<file path="src/rtl/alu_seq_shifter_if.sv">
// Start/done handshake bundle between the execute-stage
// controller and the multi-cycle shifter.
interface alu_seq_shifter_if;
  logic        start;
  logic [15:0] in;
  logic [1:0]  op;
  logic [3:0]  amt;
  logic        busy;
  logic        done;
  logic [15:0] out;

  modport master (
    output start, in, op, amt,
    input  busy, done, out
  );

  modport slave (
    input  start, in, op, amt,
    output busy, done, out
  );
endinterface

</file>
<file path="src/rtl/alu_seq_shifter.sv">
// Multi-cycle 16-bit shift/rotate unit: one 4-bit or
// 1-bit step per clock, framed by a start/done handshake.
module alu_seq_shifter (
  input  logic        clk,
  input  logic        rst,
  alu_seq_shifter_if.slave bus
);

  typedef enum logic [1:0] {
    IDLE  = 2'd0,
    SHIFT = 2'd1,
    DONE  = 2'd2
  } state_t;

  state_t      state, state_n;
  logic [15:0] data, data_n;
  logic [1:0]  op_r, op_n;
  logic [3:0]  rem, rem_n;
  logic        big;

  function automatic logic [15:0] step(
    input logic [15:0] d,
    input logic [1:0]  op,
    input logic        four
  );
    logic [15:0] r;
    r = d;
    unique case (1'b1)
      (op == 2'b00 &&  four): r = {d[11:0], d[15:12]};
      (op == 2'b01 &&  four): r = {d[11:0], 4'h0};
      (op == 2'b10 &&  four): r = {d[3:0], d[15:4]};
      (op == 2'b11 &&  four): r = {4'h0, d[15:4]};
      (op == 2'b00 && !four): r = {d[14:0], d[15]};
      (op == 2'b01 && !four): r = {d[14:0], 1'b0};
      (op == 2'b10 && !four): r = {d[0], d[15:1]};
      (op == 2'b11 && !four): r = {1'b0, d[15:1]};
      default:                r = d;
    endcase
    return r;
  endfunction

  assign big = (rem >= 4'd4);

  always_comb begin
    state_n = state;
    data_n  = data;
    op_n    = op_r;
    rem_n   = rem;
    unique case (state)
      IDLE, DONE: begin
        if (bus.start) begin
          state_n = SHIFT;
          data_n  = bus.in;
          op_n    = bus.op;
          rem_n   = bus.amt;
        end else if (state == DONE) begin
          state_n = IDLE;
        end
      end
      SHIFT: begin
        if (rem == 4'd0) begin
          state_n = DONE;
        end else begin
          data_n = step(data, op_r, big);
          rem_n  = big ? rem - 4'd4 : rem - 4'd1;
        end
      end
      default: state_n = IDLE;
    endcase
  end

  always_ff @(posedge clk) begin
    if (rst) begin
      state <= IDLE;
      data  <= 16'h0000;
      op_r  <= 2'b00;
      rem   <= 4'd0;
    end else begin
      state <= state_n;
      data  <= data_n;
      op_r  <= op_n;
      rem   <= rem_n;
    end
  end

  // Outputs decode registered state only.
  assign bus.busy = (state == SHIFT);
  assign bus.done = (state == DONE);
  assign bus.out  = data;

endmodule

</file>
<file path="src/flat_wrapper.sv">
// flat-port wrapper written by rule: the top's interface ports become plain ports
module alu_seq_shifter_flat 
  (clk, rst, bus_start, bus_in, bus_op, bus_amt, bus_busy, bus_done, bus_out);
  alu_seq_shifter_if bus_i ();
  input  logic clk;
  input  logic rst;
  input wire logic [$bits(bus_i.start)-1:0] bus_start;
  input wire logic [$bits(bus_i.in)-1:0] bus_in;
  input wire logic [$bits(bus_i.op)-1:0] bus_op;
  input wire logic [$bits(bus_i.amt)-1:0] bus_amt;
  output wire logic [$bits(bus_i.busy)-1:0] bus_busy;
  output wire logic [$bits(bus_i.done)-1:0] bus_done;
  output wire logic [$bits(bus_i.out)-1:0] bus_out;
  assign bus_i.start = bus_start;
  assign bus_i.in = bus_in;
  assign bus_i.op = bus_op;
  assign bus_i.amt = bus_amt;
  assign bus_busy = bus_i.busy;
  assign bus_done = bus_i.done;
  assign bus_out = bus_i.out;
  alu_seq_shifter u_core (.clk(clk), .rst(rst), .bus(bus_i));
endmodule
</file>
<file path="config.mk">
export PLATFORM = sky130hd
export DESIGN_NAME = alu_seq_shifter_flat
export DESIGN_NICKNAME = d
export VERILOG_FILES = /design/src/rtl/alu_seq_shifter_if.sv /design/src/rtl/alu_seq_shifter.sv /design/src/flat_wrapper.sv
export SDC_FILE = /design/constraint.sdc
export NUM_CORES = 1
export LEC_CHECK = 0
export CAP_MARGIN = 20
export CORE_MARGIN = 2
export CORE_UTILIZATION = 25
export CTS_BUF_LIST = sky130_fd_sc_hd__clkbuf_16
export DETAILED_ROUTE_END_ITERATION = 12
export GPL_TIMING_DRIVEN = 0
export PLACE_DENSITY_LB_ADDON = 0.25
export SYNTH_ARGS = -nofsm -noshare
export SYNTH_HDL_FRONTEND = slang
export SYNTH_SLANG_ARGS = --single-unit
</file>
<file path="constraint.sdc">
create_clock -name clk -period 4.29 [get_ports clk]
set_input_delay 0.858 -clock clk [delete_from_list [all_inputs] [get_ports clk]]
set_output_delay 0.858 -clock clk [all_outputs]
set_load 0.01 [all_outputs]
</file>
Word-level counts from Yosys, hierarchy flattened. Cells that the tools add are included.

Input port bits: 25. Register bits after elaboration: 24. Output and inout port bits: 18. Word-level logic and storage cells: 47.

Order comparisons: 1. $add $sub $neg: 2. Eq/ne operators: 10. Reductions and logical operators: 18. Muxes and demuxes: 12.

Operator list (number): $pmux 16 s8 (1); $mux 16 (2); $pmux 16 s2 (1); $mux 4 (3); $ne 9x1->1 const B (1); $logic_and 1x1->1 (8); $pmux 4 s2 (1); $eq 2x2->1 const B (3); $mux 2 (3); $eq 2x1->1 const B (2); $ge 4x3->1 const B (1); $logic_not 2->1 (2); $logic_not 4->1 (1); $ne 2x2->1 const B (2); $pmux 2 s2 (1); $reduce_and 2->1 (2); $reduce_and 4->1 (1); $sub 4x1->4 const B (1); $sub 4x3->4 const B (1); $ne 3x3->1 const B (1); $reduce_and 3->1 (1); $ne 2x1->1 const B (1); $reduce_bool 2->1 (1); $reduce_or 2->1 (1); $logic_not 1->1 (1).

Logic depth before layout (Yosys ltp). Gate-level depths: netlist (run 1).

Depth in word-level cells: 6. Gate-level depth with buffers: 8.

Worst setup path before layout (run 1). Ideal clock, no wire load.

Path type: input to register. Start: input bus_start. End: register u_core.data[0], in the netlist u_core.bus.out[0]. Arrival: 1.664 ns. Stages on the path: 6. Slack: 2.539 ns. Required time: 4.203 ns. Library setup time: 0.087 ns. Path through: and2b_1 > a21oi_4 > buf_4 > buf_2 > nand3b_1 > o31ai_1.

Word-level cells in the longest chain between the ends: 2.

RTL lines: start: declaration (line flat_wrapper.sv:7) `input wire logic [$bits(bus_i.start)-1:0] bus_start;`; $ne 2x2->1 (no source line); $reduce_and 4->1 (no source line); end signal: assignment (line alu_seq_shifter.sv:80) `data <= data_n;`; end: declaration (line alu_seq_shifter.sv:16) `logic [15:0] data, data_n;`.

Every way passes these cells. A chain may end at the register's enable or synchronous reset.

Worst setup path after layout (run 1).
Start: register u_core.state[1]. End: output bus_busy.

Word-level cells in the longest chain between the ends: 1.

RTL lines: start: declaration (line alu_seq_shifter.sv:15) `state_t state, state_n;`; start signal: assignment (line alu_seq_shifter.sv:79) `state <= state_n;`; $eq 2x1->1 (line alu_seq_shifter.sv:87) `assign bus.busy = (state == SHIFT);`; end: declaration (line flat_wrapper.sv:11) `output wire logic [$bits(bus_i.busy)-1:0] bus_busy;`.

Every way passes these cells.

==> results of run 1 <==
## state kept, by name, indices dropped and copies added, names as in the netlist
signal          cells
u_core.state        2
u_core.rem          4
u_core.op_r         2
u_core.bus.out     16
## Yosys cell counts, types with 5 or more instances
cell       n
o31ai_1   13
a221oi_1   7
nor2b_1    5
nand3b_1  13
inv_1      6
dfxtp_1   24
buf_2      8
mux2_2    12
a221o_1    9
a21oi_1   27
## path summary, 6_finish.rpt
check | slack (ps) | depth (start not counted) | endpoint
setup / recovery | 1910 | 4 | bus_busy
hold / removal | 500 | 2 | u_core.rem[1]$_SDFFE_PP0P_
setup reg to reg | 2410 | 7 | u_core.bus.out[6]$_SDFFE_PP0P_
hold reg to reg | 500 | 2 | u_core.rem[1]$_SDFFE_PP0P_
## layout by cell type, fill, tap and decap left out, types with 3 or more instances in the layout
cell type,instances
a221oi_1,7
clkbuf_1,4
a21o_1,3
a22o_1,4
inv_1,6
clkbuf_16,3
clkdlybuf4s50_1,41
nor3_1,4
a221o_1,9
nor2_1,4
o31ai_1,13
a211oi_1,4
mux2_2,12
nor2b_1,5
nand3b_1,13
buf_2,8
a22oi_1,4
nand2_1,3
buf_4,3
a21oi_1,27
dfxtp_1,24
ha_1,3
## cells by family after synthesis
logic type	Yosys count
muxes	13
DFF	24
adders and majority gates	3
and+or+nand+nor	37
AOI/OAI and AO/OA	83
xor gates and xnor gates	1
buffers and inverters	25
## per-layer routing
layer,share of wire [%],global-route usage [%]
met1,47,21.5
met2,46,23.5
met3,5.5,1.73
met4,1.0,3.46
met5,0,0
## per-stage QoR
stage | worst slack, ps | hold slack, ps | power, mW | utilization (%) | instances
3_5_place_dp | 1860 | 483 | 0.625 | 34.0 | 304
4_1_cts | 1910 | 497 | 0.897 | 35.7 | 308
3_3_place_gp | 1870 | 482 | 0.624 | 34.0 | 304
6_report | 1910 | 497 | 0.898 | 35.7 | 308
2_1_floorplan | 2540 | 458 | 0.495 | - | 186
5_1_grt | 1840 | 515 | 0.946 | 35.7 | 308
## power by group
part           switching, mW  leakage, nW  internal [mW]
sequential            0.0480        0.198          0.252
clock                 0.0914       0.0511          0.186
combinational          0.163        0.568          0.157
## final cells by class
type / instances / share of cell area (%)
Multi-Input combinational cell: 137 / 46.6
Sequential cell: 24 / 21.0
Timing Repair Buffer: 41 / 17.9
Buffer: 18 / 4.53
Tap cell: 77 / 4.21
Clock buffer: 3 / 3.28
Clock inverter: 1 / 1.31
Inverter: 7 / 1.15
## critical path, stage by stage, from the launching register on
cell	delay (ps)
dfxtp_1	300
nand2b_1	130
buf_4	160
inv_2	120
clkdlybuf4s50_1	550
==> flow_metrics.py, run 1 <==
metrics = {
    "routing": {
        "drtAntennaViolNets": 0,
        "routed_wl_um": 5350,
        "drtIter0Drc": 157,
        "drc_errors": 0,
        "wire_per_inst_um": 17.4,
        "first_pass_iters": 5,
        "via_count": 1653,
        "viasPerCell": 5.37,
    },
    "yosys": {
        "yosys.area_share.simple_pct": 14.1,
        "synth-compound-area-share_pct": 38.2,
        "synth_area_leaders": "dfxtp_1, a21oi_1, mux2_2, nand3b_1, o31ai_1",
        "synth_top_area_share_pct": 28.6,
        "synth-xor-area-share_pct": 0.522,
        "synth_mux_area_share_pct": 8.64,
        "yosys_warnings": 0,
        "synthAdderAreaFrac_pct": 2.24,
        "synthesis.nets": 214,
        "synth_seq_cells": 24,
        "synth_top_cell_by_area": "dfxtp_1",
        "synth_cell_type_count": 41,
        "synthesis.area_mm2": 0.00168,
        "synth_top_family_by_area": "compound AO/OA/AOI/OAI gates",
        "dominantRegCellSynth": "dfxtp_1",
        "syn-instance-count": 186,
        "synth-async-reset-ratio_pct": 0,
        "seq_area_frac_synth_pct": 28.6,
        "synth_edf_count": 0,
        "synth.avg_cell_area_um2": 9.03,
    },
    "place": {
        "dpl_cell_area_mm2": 0.00219,
        "place_congestion": 0.864,
        "dpl.hpwl_um": 3920,
        "portBuffers": 41,
    },
    "global_route": {
        "overflow": 0,
        "grt_pass1_vias": 1659,
        "grt_usage_pct": 14.9,
        "antenna_found_initial": 0,
        "grt_start_max_net_pins": 15,
        "grt_pass1_wl_um": 8780,
    },
    "timing": {
        "rsz0062_at_grt": "no",
        "slew_headroom_pct": 63.6,
        "setup_viol": 0,
        "finClkSkew_ps": 4.71,
        "final_hold_viol_count": 0,
        "finalSetupTns_ps": 0,
        "fin_crit_ps": 2380,
        "fin_crit_sh_pct": 55.4,
        "slew_violations": 0,
        "clock.fmax_mhz": 420,
        "worst_slew_pin_slew_ps": 546,
    },
    "die": {
        "die_y_um": 86.0,
        "start_util_pct": 26.1,
        "rows": 29,
        "die_area_mm2": 0.00739,
        "io_pins": 43,
        "die_x_um": 86.0,
        "core_area_mm2": 0.00642,
    },
    "clock_tree": {
        "clock_sinks": 24,
        "cts_resized": 0,
        "clock_latency_ps": 260,
        "clk_pin_slew_ps": 70,
        "clock_path_buffers": 2,
        "cts-root-buf": "clkbuf_16",
        "cts.hold.buffers_added": 0,
        "post-cts-setup-buffers": 0,
        "cts_tree": "yes",
        "cts_htree_levels": 1,
        "cts_made_buffers": 3,
    },
    "critical_path": {
        "r2r-start": "u_core.rem[2]$_SDFFE_PP0P_",
        "cp-start-kind": "register",
        "worstPathMaxFanout": 6,
        "critPathKind": "register to output pin",
        "crit_path_end_kind": "output pin",
        "cp.required_ps": 3430,
        "startpoint": "u_core.state[1]$_SDFFE_PP0P_",
        "critical_path_arrival_ps": 1520,
    },
    "hold_path": {
        "hold_path.class": "register to register",
        "min_from": "u_core.rem[1]$_SDFFE_PP0P_",
    },
    "final_layout": {
        "diodes": 0,
        "postLayoutCellArea_mm2": 0.00229,
        "multi_input_area_mm2": 0.00107,
        "syn2layout_area_growth_pct": 36.4,
        "fin_nets": 260,
        "drive_gt1_share_pct": 18.2,
        "regArea_um2": 480,
        "fillers": 647,
    },
    "run": {
        "maxCapViolCount": 0,
    },
    "pwr": {
        "power.density_mw_per_mm2": 392,
        "leakage_nw": 0.818,
        "peakVddDrop_uv": 211,
    },
    "run_status": {
        "status": "finished, final reports clean",
    },
}
(Power assumes the default switching activity.)
==> inputs of run 2 (changes only) <==
Clock period 4.29 ns to 2 ns, I/O delays scaled along.
==> run 2 against run 1 <==
  * Clock skew decreased by 0.90 ps
  * Sequential share of layout area about the same
  * Global-route usage unchanged
  * Critical path depth unchanged
  * Die area unchanged
  * Combinational power increased by 110%
  * Cell count unchanged
  * Sequential cell count unchanged
  * Routed wire length decreased by 0.24%
  * Setup slack got worse by 1800 ps
  * First-iteration DRC count decreased by 1.3%
  * Total power increased by 110%
==> flow_metrics.py, run 2 (synthesis results as in run 1) <==
metrics = {
    "pwr": {
        "power.density_mw_per_mm2": 840,
        "leakage_nw": 0.818,
        "peakVddDrop_uv": 454,
    },
    "die": {
        "die_area_mm2": 0.00739,
        "die_y_um": 86.0,
        "start_util_pct": 26.1,
        "die_x_um": 86.0,
        "io_pins": 43,
        "core_area_mm2": 0.00642,
        "rows": 29,
    },
    "routing": {
        "drc_errors": 0,
        "routed_wl_um": 5340,
        "drtIter0Drc": 155,
        "first_pass_iters": 5,
        "drtAntennaViolNets": 0,
        "via_count": 1671,
        "viasPerCell": 5.43,
        "wire_per_inst_um": 17.3,
    },
    "global_route": {
        "grt_pass1_vias": 1659,
        "grt_pass1_wl_um": 8780,
        "overflow": 0,
        "antenna_found_initial": 0,
        "grt_usage_pct": 14.9,
        "grt_start_max_net_pins": 15,
    },
    "hold_path": {
        "hold_path.class": "register to register",
        "holdPathStages": 2,
        "min_from": "u_core.rem[1]$_SDFFE_PP0P_",
        "hold_end": "u_core.rem[1]$_SDFFE_PP0P_",
    },
    "timing": {
        "hold_slack_ps": 497,
        "rsz0062_at_grt": "no",
        "final_hold_viol_count": 0,
        "worst_slew_pin_slew_ps": 546,
        "slew_violations": 0,
        "setup_viol": 0,
        "slew_headroom_pct": 63.6,
        "fin_crit_ps": 1920,
        "clock.fmax_mhz": 521,
        "finClkSkew_ps": 3.81,
        "finalSetupTns_ps": 0,
        "fin_crit_sh_pct": 96.1,
    },
    "run_status": {
        "status": "finished, final reports clean",
    },
    "critical_path": {
        "worstReg2RegEnd": "u_core.bus.out[1]$_SDFFE_PP0P_",
        "cp-start-kind": "register",
        "rrSetupSlack_ps": 190,
        "critical_path_arrival_ps": 1520,
        "crit_path_end_kind": "output pin",
        "reg2reg_depth": 6,
        "worstPathMaxFanout": 6,
        "critPathKind": "register to output pin",
        "cp.required_ps": 1600,
        "r2r-start": "u_core.rem[2]$_SDFFE_PP0P_",
    },
    "run": {
        "maxCapViolCount": 0,
    },
    "place": {
        "placed_cells": 304,
        "portBuffers": 41,
        "place_congestion": 0.864,
        "dpl.hpwl_um": 3920,
    },
    "clock_tree": {
        "cts_made_buffers": 3,
        "clock_latency_ps": 260,
        "clock_sinks": 24,
        "cts_tree": "yes",
        "cts_htree_levels": 1,
        "cts-root-buf": "clkbuf_16",
        "cts.hold.buffers_added": 0,
        "clock_path_buffers": 2,
        "clk_pin_slew_ps": 70,
    },
    "final_layout": {
        "fin_nets": 260,
        "final_cells": 308,
        "drive_gt1_share_pct": 18.2,
        "syn2layout_area_growth_pct": 36.6,
        "layout_commonest_cell": "clkdlybuf4s50_1",
        "largest_reg_flops": 16,
        "diodes": 0,
        "most-common-layout-cells": "clkdlybuf4s50_1, a21oi_1, dfxtp_1",
    },
}
==> run 2: cell count changes in the layout (fill, tap and decap cells not counted) <==
| cell | previous run | this run |
|---|---|---|
| buf_2 | 8 | 7 |
| buf_4 | 3 | 4 |
==> run 2: where the power goes <==
group          switching (mW)  leakage [nW]  internal, mW  total, mW
Clock                   0.195        0.0511         0.399      0.594
Combinational           0.349         0.569         0.339      0.689
Sequential              0.103         0.198         0.541      0.644
Total                   0.648         0.818          1.28       1.93
==> run 2: critical path: stages, from the launching register on <==
cell and delay (ps):
dfxtp_1 300, nand2b_1 130, buf_4 160, inv_2 120
clkdlybuf4s50_1 550
==> run 2: timing repair <==
item,in CTS,in global routing
resized for setup,0,2
setup buffers,0,0
endpoints found under the hold margin,0,0
endpoints found under the setup margin,0,8
==> run 2: stage by stage <==
stage | cell area, um^2 | total power, mW | setup slack, ps | util, %
after floorplan | 1680 | 1.06 | 441 | -
after global placement | 2190 | 1.34 | 35.1 | 34.0
after detailed placement | 2190 | 1.34 | 30.5 | 34.0
after CTS | 2290 | 1.93 | 78.0 | 35.7
after global routing | 2290 | 2.03 | 10.5 | 35.7
final | 2290 | 1.93 | 78.9 | 35.7
==> run 2: area by class of cell <==
class	instances	area [um^2]
Fill cell	646	4130
Multi-Input combinational cell	137	1070
Sequential cell	24	480
Timing Repair Buffer	41	410
Buffer	18	106
Tap cell	77	96.3
Clock buffer	3	75.1
Clock inverter	1	30.0
Inverter	7	26.3
==> run 2: how the worst max path moves through the flow <==
stage / startpoint / cells past startpoint / slack [ps] / end
2_1_floorplan: u_core.rem[2]$_SDFFE_PP0P_ / 7 / 440 / u_core.bus.out[12]$_SDFFE_PP0P_
3_3_place_gp: bus_start / 7 / 40 / u_core.bus.out[7]$_SDFFE_PP0P_
3_5_place_dp: bus_start / 7 / 30 / u_core.bus.out[7]$_SDFFE_PP0P_
4_1_cts: u_core.state[1]$_SDFFE_PP0P_ / 4 / 80 / bus_busy
5_1_grt: u_core.state[1]$_SDFFE_PP0P_ / 4 / 10 / bus_busy
6_report: u_core.state[1]$_SDFFE_PP0P_ / 4 / 80 / bus_busy
==> run 2: metal layers <==
metal,vias to the layer above,share of wire [%],track usage [%]
met3,5,4.7,1.73
met1,789,47,21.5
met5,-,0,0
met4,0,1.0,3.46
li1,813,-,-
met2,64,47,23.5
==> inputs of run 3 (changes only) <==
Settings changed: ABC_CLOCK_PERIOD_IN_PS set to 2000.
==> results of run 3 <==
The final DEF is identical to that of run 2; final timing and power are the same.
